--- config.mk ---
export PLATFORM = sky130hd
export DESIGN_NAME = flash_read_arbiter
export DESIGN_NICKNAME = d
export VERILOG_FILES = /design/src/rtl/flash_pkg.sv /design/src/rtl/toggle_sync.sv /design/src/rtl/flash_read_arbiter.sv
export SDC_FILE = /design/constraint.sdc
export NUM_CORES = 1
export LEC_CHECK = 0
export ABC_AREA = 0
export CORE_UTILIZATION = 50
export CTS_BUF_LIST = sky130_fd_sc_hd__clkbuf_4 sky130_fd_sc_hd__clkbuf_8
export DETAILED_ROUTE_END_ITERATION = 16
export DONT_BUFFER_PORTS = 1
export GPL_TIMING_DRIVEN = 0
export PLACE_DENSITY = 0.71
export SETUP_SLACK_MARGIN = 0.02
export SYNTH_ARGS = -nofsm -noshare
export SYNTH_HDL_FRONTEND = slang
export SYNTH_SLANG_ARGS = --single-unit
--- constraint.sdc ---
create_clock -name iclk -period 4.77 [get_ports iclk]
set_clock_uncertainty 0.05 [all_clocks]
set_input_delay 0.954 -clock iclk [delete_from_list [all_inputs] [get_ports iclk]]
set_output_delay 0.954 -clock iclk [all_outputs]
set_load 0.05 [all_outputs]
--- src/rtl/flash_pkg.sv ---
// rtl/flash_pkg.sv - shared types and constants for the Flash read path
package flash_pkg;

    localparam int FL_AW = 23;
    localparam int FL_DW = 16;

    localparam logic [FL_DW-1:0] ERR_DATA_DEF = 16'hFFFF;

    typedef enum logic [2:0] {
        ST_INIT    = 3'd0,
        ST_IDLE    = 3'd1,
        ST_ISSUE   = 3'd2,
        ST_WAIT    = 3'd3,
        ST_CAPTURE = 3'd4,
        ST_ABORT   = 3'd5,
        ST_RECOVER = 3'd6
    } state_t;

endpackage

--- src/rtl/toggle_sync.sv ---
// rtl/toggle_sync.sv - two-flop synchronizer for a toggle crossing clock domains
module toggle_sync (
    input  logic iclk,
    input  logic ireset,
    input  logic i_d,
    output logic o_q
);

    logic r_s1;
    logic r_s2;

    always_ff @(posedge iclk) begin
        if (ireset) begin
            r_s1 <= 1'b0;
            r_s2 <= 1'b0;
        end else begin
            r_s1 <= i_d;
            r_s2 <= r_s1;
        end
    end

    assign o_q = r_s2;

endmodule

--- src/rtl/flash_read_arbiter.sv ---
// rtl/flash_read_arbiter.sv - round-robin sharing of the Flash read port between two toggle clients
module flash_read_arbiter
    import flash_pkg::*;
#(
    parameter int                TIMEOUT_CYC = 4096,
    parameter logic [FL_DW-1:0]  ERR_DATA    = ERR_DATA_DEF
) (
    input  logic             iclk,
    input  logic             ireset,
    input  logic             ic0_req,
    input  logic [FL_AW-1:0] ic0_addr,
    output logic             oc0_ack,
    output logic [FL_DW-1:0] oc0_data,
    input  logic             ic1_req,
    input  logic [FL_AW-1:0] ic1_addr,
    output logic             oc1_ack,
    output logic [FL_DW-1:0] oc1_data,
    output logic [FL_AW-1:0] ofl_addr,
    output logic             ofl_req,
    input  logic             ifl_ack,
    input  logic [FL_DW-1:0] ifl_data,
    output logic             obusy,
    output logic             ogrant,
    output logic             otimeout
);

    state_t             r_state;
    state_t             w_next;
    logic [1:0]         r_init_cnt;
    logic [15:0]        r_cnt;
    logic               r_fl_req;
    logic [FL_AW-1:0]   r_fl_addr;
    logic               r_c0_ack;
    logic               r_c1_ack;
    logic [FL_DW-1:0]   r_c0_data;
    logic [FL_DW-1:0]   r_c1_data;
    logic               r_grant;
    logic               r_timeout;

    logic               w_ack_s2;
    logic               w_pend0;
    logic               w_pend1;
    logic               w_win;
    logic               w_acked;
    logic               w_expired;
    logic [FL_AW-1:0]   w_sel_addr;

    toggle_sync u_ack_sync (
        .iclk   (iclk),
        .ireset (ireset),
        .i_d    (ifl_ack),
        .o_q    (w_ack_s2)
    );

    assign w_pend0    = ic0_req ^ r_c0_ack;
    assign w_pend1    = ic1_req ^ r_c1_ack;
    // On a tie the client that did not hold the last grant wins.
    assign w_win      = (w_pend0 && w_pend1) ? ~r_grant : w_pend1;
    assign w_sel_addr = w_win ? ic1_addr : ic0_addr;
    assign w_acked    = (w_ack_s2 == r_fl_req);
    assign w_expired  = (r_cnt == 16'(TIMEOUT_CYC - 1));

    always_ff @(posedge iclk) begin
        if (ireset) begin
            r_state <= ST_INIT;
        end else begin
            r_state <= w_next;
        end
    end

    always_comb begin
        w_next = r_state;
        case (r_state)
            ST_INIT:    if (r_init_cnt == 2'd2) w_next = ST_IDLE;
            ST_IDLE:    if (w_pend0 || w_pend1) w_next = ST_ISSUE;
            ST_ISSUE:   w_next = ST_WAIT;
            ST_WAIT: begin
                if (w_acked)        w_next = ST_CAPTURE;
                else if (w_expired) w_next = ST_ABORT;
            end
            ST_CAPTURE: w_next = ST_IDLE;
            ST_ABORT:   w_next = ST_RECOVER;
            ST_RECOVER: if (w_acked) w_next = ST_IDLE;
            default:    w_next = ST_INIT;
        endcase
    end

    always_ff @(posedge iclk) begin
        if (ireset) begin
            r_init_cnt <= 2'd0;
            r_cnt      <= 16'd0;
            r_fl_req   <= 1'b0;
            r_fl_addr  <= '0;
            r_c0_ack   <= 1'b0;
            r_c1_ack   <= 1'b0;
            r_c0_data  <= '0;
            r_c1_data  <= '0;
            r_grant    <= 1'b1;
            r_timeout  <= 1'b0;
        end else begin
            case (r_state)
                ST_INIT: begin
                    // Leave INIT only once ack_s2 holds a sample taken after reset.
                    if (r_init_cnt == 2'd2) begin
                        r_fl_req <= w_ack_s2;
                        r_c0_ack <= ic0_req;
                        r_c1_ack <= ic1_req;
                    end else begin
                        r_init_cnt <= r_init_cnt + 2'd1;
                    end
                end
                ST_IDLE: begin
                    if (w_pend0 || w_pend1) begin
                        r_grant   <= w_win;
                        r_fl_addr <= w_sel_addr & ~23'd1;
                    end
                end
                ST_ISSUE: begin
                    r_fl_req <= ~r_fl_req;
                    r_cnt    <= 16'd0;
                end
                ST_WAIT: begin
                    if (!w_acked && !w_expired) r_cnt <= r_cnt + 16'd1;
                end
                ST_CAPTURE: begin
                    if (r_grant) begin
                        r_c1_data <= ifl_data;
                        r_c1_ack  <= ~r_c1_ack;
                    end else begin
                        r_c0_data <= ifl_data;
                        r_c0_ack  <= ~r_c0_ack;
                    end
                end
                ST_ABORT: begin
                    r_timeout <= 1'b1;
                    if (r_grant) begin
                        r_c1_data <= ERR_DATA;
                        r_c1_ack  <= ~r_c1_ack;
                    end else begin
                        r_c0_data <= ERR_DATA;
                        r_c0_ack  <= ~r_c0_ack;
                    end
                end
                default: ;
            endcase
        end
    end

    assign oc0_ack  = r_c0_ack;
    assign oc0_data = r_c0_data;
    assign oc1_ack  = r_c1_ack;
    assign oc1_data = r_c1_data;
    assign ofl_addr = r_fl_addr;
    assign ofl_req  = r_fl_req;
    assign obusy    = (r_state != ST_IDLE);
    assign ogrant   = r_grant;
    assign otimeout = r_timeout;

endmodule

* Word level (Yosys, flattened, before mapping)
Cells that the tools add are included.
** Cells by class
- Add/sub/neg operators :: 2
- Eq/ne operators :: 21
- Multiplexer cells :: 24
- Bitwise logic cells :: 7
- Reduce and logical (&&, ||, !) cells :: 20
** Operators with widths (number)
- one-hot mux 16 bit (2 select lines) :: 3
- two-way mux 16 bit :: 5
- two-way mux 23 bit :: 1
- one-hot mux 3 bit (7 select lines) :: 1
- != test 2 bit (second input constant) :: 9
- adder 16 x 1 -> 16 bit (second input constant) :: 1
- == test 16 x 12 -> 1 bit (second input constant) :: 1
- two-way mux 3 bit :: 5
- AND reduction 3 bit :: 4
- == test 3 bit (second input constant) :: 3
- AND reduction 2 bit :: 4
- nonzero test 2 bit :: 4
- == test 3 x 2 -> 1 bit (second input constant) :: 2
- two-way mux 1 bit :: 6
- one-hot mux 1 bit (2 select lines) :: 3
- NOT 1 bit :: 5
- AND reduction 4 bit :: 1
- == test 3 x 1 -> 1 bit (second input constant) :: 1
- zero test 3 bit :: 1
- != test 3 x 1 -> 1 bit (second input constant) :: 1
- != test 3 bit (second input constant) :: 1
- adder 2 x 1 -> 2 bit (second input constant) :: 1
- == test 2 bit (second input constant) :: 1
- logical AND 1 bit :: 2
- other kinds (6) :: 8
** Word-level totals
- Register bits after elaboration :: 82
- Input bits :: 67

* Longest topological paths before layout
Gate-level depths: netlist of the first run.
- Word-level depth :: 5
- Mapped depth :: 7

* Hierarchy
From an unflattened synthesis of the first run, not the netlist that was laid out.
** Second synthesis, totals
- Cells, all modules :: 405
- Area total of the unflattened synthesis :: 3582.2 um^2
** By module, submodules not included
- flash_read_arbiter :: times used 1, cells each 401, area an instance 3529.6 um^2
- toggle_sync :: times used 1, cells each 4, area an instance 52.6 um^2

* Least setup slack after synthesis of the first run
Ideal clock, no wire load.
- Path kind :: input port to flip-flop
- Start :: in ic1_req
- End :: reg r_fl_addr[14] (netlist: ofl_addr[14])
- Data arrival time :: 1.988 ns
- Path slack :: 2.598 ns
- Stages on the path :: 5
- Path buffers :: 1
- Cells stage by stage :: xnor2_1 -> a21oi_2 -> buf_2 -> mux2i_1 -> a211oi_1
** On the way
- Cells in the longest elaborated chain, start to end :: 4
- Elaborated cells between the ends (all ways) :: 6
- Classes of those cells :: 2 x mux; 1 x bitwise; 3 x reduce/logical
** RTL lines
- from (decl) :: line flash_read_arbiter.sv:14 : input logic ic1_req,
- bitwise XOR 1 bit (*) :: line flash_read_arbiter.sv:56 : assign w_pend1 = ic1_req ^ r_c1_ack;
- logical AND 1 bit :: line flash_read_arbiter.sv:58 : assign w_win = (w_pend0 && w_pend1) ? ~r_grant : w_pend1;
- two-way mux 1 bit :: line flash_read_arbiter.sv:58
- two-way mux 23 bit :: line flash_read_arbiter.sv:59 : assign w_sel_addr = w_win ? ic1_addr : ic0_addr;
- to (signal assigned) :: line flash_read_arbiter.sv:115 : r_fl_addr <= w_sel_addr & ~23'd1;
- to (decl) :: line flash_read_arbiter.sv:32 : logic [FL_AW-1:0] r_fl_addr;
Mark *: on every way between the ends. The rest lies on a longest branch, timed or not.
A chain may end at the register's enable or synchronous reset.

* Worst setup path in the final report of the first run
- Start :: reg r_state[0]
- End :: out obusy
** On the way
- Cells in the longest elaborated chain, start to end :: 1
** RTL lines
- from (decl) :: line flash_read_arbiter.sv:27 : state_t r_state;
- from (signal assigned) :: line flash_read_arbiter.sv:67 : r_state <= w_next;
- != test 3 x 1 -> 1 bit :: line flash_read_arbiter.sv:155 : assign obusy = (r_state != ST_IDLE);
- to (decl) :: line flash_read_arbiter.sv:22 : output logic obusy,
No other way between the ends.

==> metrics.md, run 1 <==
| Metric | Value |
|---|---|
| Post-CTS setup buffer count | 0 |
| Width of the die | roughly 88 um |
| Hold depth | 1 |
| Final period utilization | 0.527 |
| Most common cell after layout, fill and taps aside | dfxtp_1 |
| Max Slew Vio Count | 0 |
| Post-Syn Instances | ~410 |
| Worst Hold Path EP | u_ack_sync.o_q |
| Antenna violations before repair | 0 |
| Global Route Usage Sum | 0.234 |
| Sw frac | 0.422 |
| DRC | 0 |
| VDD IR max | approximately 0.00041 V |
| Crit Path Category | flip-flop to primary output |
| Num rows | 30 |
| Seq cells post-synth | 82 |
| Area growth from synthesis to layout | 8.98% |
| Most frequently used flop master after synthesis | dfxtp_1 |
| # IOs | 128 |
| Commonest cells after routing, fill and taps aside | dfxtp_1 (82), nor2_1 (81), a211oi_1 (58), mux2i_1 (24), clkbuf_1 (16) |
| Detail Placement HPWL | between 6000 and 7000 um |
| Worst-path fanout max | 10 |
| Vias | 3,005 |
| Via density | 5.81 |
| PD cells | 530 nW/um2 |
| H-tree levels | 3 |
| Leak | 1.35 nW |
| Worst slew pin tran | just over 0.8 ns |
| First-pass GRT wire length | 14,100 um |
| Final setup viols | 0 |
| Number of synthesized flops with an enable pin | 0 |
| Count of cell types in the netlist | 56 |
| Critical path required time | 3.77 ns |
| Final min period | 2.51 ns |
| 1st-iter DRT viols | between 100 and 150 |
| Critical Path Start Type | flip-flop |
| Clock Tree Buf Depth | 2 |
| Fmax | roughly 400 MHz |
| Min-delay src | u_ack_sync.r_s1 |
| Warnings, synthesis | 0 |
| Effective utilization at floorplan | 0.530 |
| Pin count of the biggest net entering global routing | 16 |
| CTS Hold Bufs | 0 |
| Hold crit path type | flip-flop to flip-flop |
| CTS tree | yes |
| Worst r2r path cells | 4 |
| Max_cap viols | 0 |
| Nets@finish | ~490 |
| Setup TNS | 0 ns |
| Outcome | finished clean |
| DR WL/cell | 16.8 um |
| Seq/Total Area, Yosys | 0.446 |
| Switching Power | approximately 0.0009 W |
| Drt first pass iters | 4 |
| PostCTS Resize Cnt | 0 |
| Skew-Pair Late Insertion Delay | roughly 0.34 ns |
| Clock transition at path regs | ~0.09 ns |
| Vias in the first global route | between 2,000 and 3,000 |
| Combinational power share | 0.203 |
| Post-synth net total | 474 |
| RSZ-0062 raised after global routing | false |
| Internal Power | roughly 0.0012 W |
| R2R Path Start | ofl_req |
| Diode count | 0 |
| Sequential share of power | 0.547 |
| Synth Area per Inst | just over 9 um2 |
| Netlist Area Pre-Place | about 3700 um2 |
| Gr ovfl total | 0 |
| Ys async rst share | 0 |
| Port-buffer cells | 0 |
| Final core occ | 0.577 |
| Placer Congestion | about 0.81 |
| FF-to-FF End | r_cnt[14] |
| Clock share of power | 0.250 |
| Crit. End Element | primary output |
| Final hold violation count | 0 |
| Core footprint | about 6900 um2 |
| WP data arrival | around 1.5 ns |
| Clk sinks | between 80 and 90 |
| Root Driver | clkbuf_8 |
| Slew Limit Headroom | 0.449 |
| Total CTS buffers | 9 |
| Setup slack, reg-to-reg | about 2.5 ns |
| Post-DRT Antenna Nets | 0 |
| Die Height | about 88 um |
| Total Wirelength | about 8700 um |
| Fraction of layout cells with a size suffix above 1 | 0.107 |
| Die outline area | just under 8000 um2 |
layout make-up:
type                            count  area (um2)
Fill cell                         642        2940
Multi-Input combinational cell    289        1880
Sequential cell                    82        1640
Buffer                             30         146
Clock buffer                       10         138
Tap cell                           96         120
Clock inverter                      6        72.6
Inverter                            4        15.0
metal layers:
layer / global-route usage / up-vias / routed length [um]
met5: 0 / - / 0
met4: 0.0596 / 0 / 81
met3: 0.0754 / 6 / 591
met2: 0.393 / 109 / 4180
met1: 0.290 / 1401 / 3840
li1: - / 1489 / -
power by group through the flow:
stage	Combinational [W]	Clock (W)	Sequential, W
after floorplan	0.000364	0	0.00115
after global placement	0.000419	0	0.00118
after detailed placement	0.000432	0	0.00118
after CTS	0.000434	0.000542	0.00116
after global routing	0.000487	0.000575	0.00118
final	0.000431	0.000531	0.00116
critical path, cell delays in order (launching register included):
cell and delay [ns]:
dfxtp_1 0.32, buf_2 0.20, or3b_1 0.64
state kept, by name (all words and copies together) (netlist names):
register and flops:
oc1_ack 1, oc0_ack 1, ofl_addr 22, otimeout 1
u_ack_sync.o_q 1, r_state 3, oc0_data 16, ogrant 1
r_init_cnt 2, u_ack_sync.r_s1 1, oc1_data 16, ofl_req 1
r_cnt 16
synth_stat cells, drive strengths merged (4+ instances only):
library cell	n	area, um2
a211oi	58	435
a21oi	12	75.1
a31oi	4	25.0
buf	14	86.3
clkbuf	16	60.1
dfxtp	82	1640
inv	4	15.0
mux2i	24	240
nand2	14	60.1
nand3	4	20.0
nand4	6	52.6
nor2	81	304
nor2b	6	37.5
nor3	4	20.0
nor4	7	71.3
o21ai	9	45.0
o31ai	4	30.0
or2	5	31.3
or3	9	56.3
xnor2	4	35.0
worst max path at each step:
stage | start | slack, ns | cells past startpoint | end
after detailed placement | ireset | 2.31 | 4 | oc0_data[7]
after CTS | r_state[0] | 2.25 | 2 | obusy
final | r_state[0] | 2.26 | 2 | obusy
after global placement | ireset | 2.34 | 4 | oc0_data[8]
after global routing | r_state[0] | 2.20 | 2 | obusy
after floorplan | ic1_req | 2.60 | 5 | ofl_addr[14]
cells by family (layout without fill, tap and decap cells):
kind of cell / Yosys count / in the layout / share of synthesized area
AOI/OAI and AO/OA: 99 / 99 / 0.192
xor gates and xnor gates: 6 / 6 / 0.0194
adders and majority gates: 2 / 2 / 0.00680
buffers and inverters: 34 / 50 / 0.0439
DFF: 82 / 82 / 0.446
muxes: 25 / 25 / 0.0684
other: 1 / 1 / 0.00102
and+or+nand+nor: 156 / 156 / 0.222
metrics by stage:
| stage | cells | setup WS [ns] | hold slack (ns) | instance area [um2] | power (W) |
|---|---|---|---|---|---|
| after global placement | 501 | 2.34 | 0.384 | 3800 | 0.00160 |
| after detailed placement | 501 | 2.31 | 0.410 | 3800 | 0.00161 |
| final | 517 | 2.26 | 0.418 | 4010 | 0.00213 |
| after global routing | 517 | 2.20 | 0.439 | 4010 | 0.00224 |
| after CTS | 517 | 2.25 | 0.431 | 4010 | 0.00214 |
| after floorplan | 405 | 2.60 | 0.364 | 3680 | 0.00152 |
Power figures use the tool's default switching activity.
==> run 2, diff against run 1 <==
- PLACE_DENSITY: 0.71 -> 0.74
- clock period: 4.77 -> 2.2 ns (I/O delays scaled with it)
==> metrics.md, run 2 (synthesized netlist as in run 1, its figures left out) <==
| Metric | Value |
|---|---|
| Clock transition at path regs | 0.09 ns |
| RSZ-0062 raised after global routing | false |
| Fin cells | between 500 and 600 |
| Core footprint | 6940 um2 |
| Final setup viols | 0 |
| Num rows | 30 |
| Largest stage delay on the critical path | around 0.59 ns |
| Final hold violation count | 0 |
| Detail Placement HPWL | 6220 um |
| Fill cells | around 640 |
| VDD IR max | 0.000662 V |
| Antenna violations before repair | 0 |
| Port-buffer cells | 0 |
| Outcome | finished clean |
| Placer Congestion | approximately 0.78 |
| Slowest cell on crit path | or4_4 |
| CTS Hold Bufs | 0 |
| Diode count | 0 |
| Root Driver | clkbuf_8 |
| DR WL/cell | 16.4 um |
| Effective utilization at floorplan | 0.530 |
| Crit Path Category | flip-flop to flip-flop |
| Gr ovfl total | 0 |
| Drt first pass iters | 4 |
| Fraction of layout cells with a size suffix above 1 | 0.124 |
| Final core occ | 0.579 |
| Worst slew pin tran | around 0.55 ns |
| DRC | 0 |
| Seq. cell area | about 1600 um2 |
| Crit. End Element | flip-flop |
| Die outline area | between 7000 and 8000 um2 |
| Fmax | 499 MHz |
| Vias | roughly 3,100 |
| R2R Path Start | r_cnt[12] |
| Vias in the first global route | a little under 3,000 |
| Final min period | 2.00 ns |
| Die Height | between 80 and 90 um |
| Min-delay src | ifl_ack |
| Skew-Pair Late Insertion Delay | roughly 0.35 ns |
| Final period utilization | 0.911 |
| Clock Tree Buf Depth | 2 |
| Slew Limit Headroom | 0.635 |
| Nets@finish | a little under 500 |
| Clk sinks | 82 |
| CTS tree | yes |
| Max Slew Vio Count | 0 |
| Largest register FFs | 22 |
| Total Wirelength | approximately 8500 um |
| Width of the die | 87.8 um |
| Via density | about 5.9 |
| Pin count of the biggest net entering global routing | 16 |
| Multi-input gate area | 1880 um2 |
| Leak | between 1 and 1.5 nW |
| Hold crit path type | input port to flip-flop |
| # IOs | between 100 and 150 |
| Post-DRT Antenna Nets | 0 |
| Total power | 0.00460 W |
| Global Route Usage Sum | 0.228 |
| Worst-path fanout max | 10 |
| First-pass GRT wire length | about 14,000 um |
| CP Launch Point | r_cnt[12] |
| Total CTS buffers | 9 |
| PD cells | about 1100 nW/um2 |
| Area growth from synthesis to layout | 9.29% |
| Most common cell after layout, fill and taps aside | nor2_1 |
| 1st-iter DRT viols | between 100 and 150 |
| H-tree levels | 3 |
| DP Cell Count | 501 |
| Cell Area, Placed | around 3800 um2 |
| Critical path required time | roughly 2.4 ns |
| WP data arrival | 2.18 ns |
| Post-route cell area | 4020 um2 |
| Critical Path Start Type | flip-flop |
| CP cell instances | or4_4 -> nor4_4 -> buf_6 -> or2_1 -> a211oi_1 |
| Max_cap viols | 0 |
| Commonest cells after routing, fill and taps aside | nor2_1 (81), dfxtp_1 (78), a211oi_1 (58), mux2i_1 (24), clkbuf_1 (14) |
[run 2: cell count changes in the layout (fill, tap and decap cells not counted)]
cell | before | now
clkbuf_2 | 0 | 2
dfxtp_1 | 82 | 78
dfxtp_4 | 0 | 1
inv_6 | 1 | 2
clkinv_4 | 2 | 0
clkbuf_1 | 16 | 14
or3b_1 | 1 | 0
clkinvlp_4 | 0 | 1
or3b_4 | 0 | 1
dfxtp_2 | 0 | 3
[run 2: final timing paths]
path	end	slack [ns]	depth (start not counted)
worst max-delay path	r_state[1]	0.20	5
worst min-delay path	u_ack_sync.r_s1	0.17	1
worst max register to register	r_state[1]	0.20	5
worst min register to register	u_ack_sync.o_q	0.40	1
[run 2: layout make-up]
type                            instances  area share
Clock buffer                           10      0.0342
Inverter                                4     0.00373
Multi-Input combinational cell        289       0.467
Sequential cell                        82       0.410
Buffer                                 30      0.0370
Clock inverter                          6      0.0177
Tap cell                               96      0.0299
[run 2: per-layer routing]
metal  share of wire  up-vias  wire, um  global-route usage
met1            0.42     1423      3520               0.277
li1                -     1492         -                   -
met2            0.49      132      4130               0.381
met5               0        -         0                   0
met4           0.017        0       144               0.101
met3           0.081       14       685              0.0594
[run 2: critical path: cells and delay by family (launching register included)]
family          cells  cell delay [ns]
buf+inv             1             0.21
simple gates        3             1.18
compound gates      1             0.08
flops               1             0.36
[run 2: report_power, final]
part / internal (W) / total, W / switching (W)
Combinational: 0.000403 / 0.000926 / 0.000523
Clock: 0.000569 / 0.00114 / 0.000571
Sequential: 0.00170 / 0.00253 / 0.000826
Total: 0.00268 / 0.00460 / 0.00192
[run 2: stage by stage]
| step | worst slack [ns] | TNS (ns) | hold WS, ns |
|---|---|---|---|
| after floorplan | 0.165 | 0 | 0.364 |
| after global placement | -0.0338 | -0.0831 | 0.384 |
| after detailed placement | -0.0886 | -0.299 | 0.386 |
| after CTS | 0.0380 | 0 | 0.169 |
| after global routing | 0.0654 | 0 | 0.174 |
| final | 0.195 | 0 | 0.174 |
[run 2: what timing repair did]
action                     in CTS  in global routing
gates resized for setup         3                  7
setup endpoints to repair      20                 24
pin swaps                       0                  0
setup buffers                   0                  0
gates cloned                    0                  0
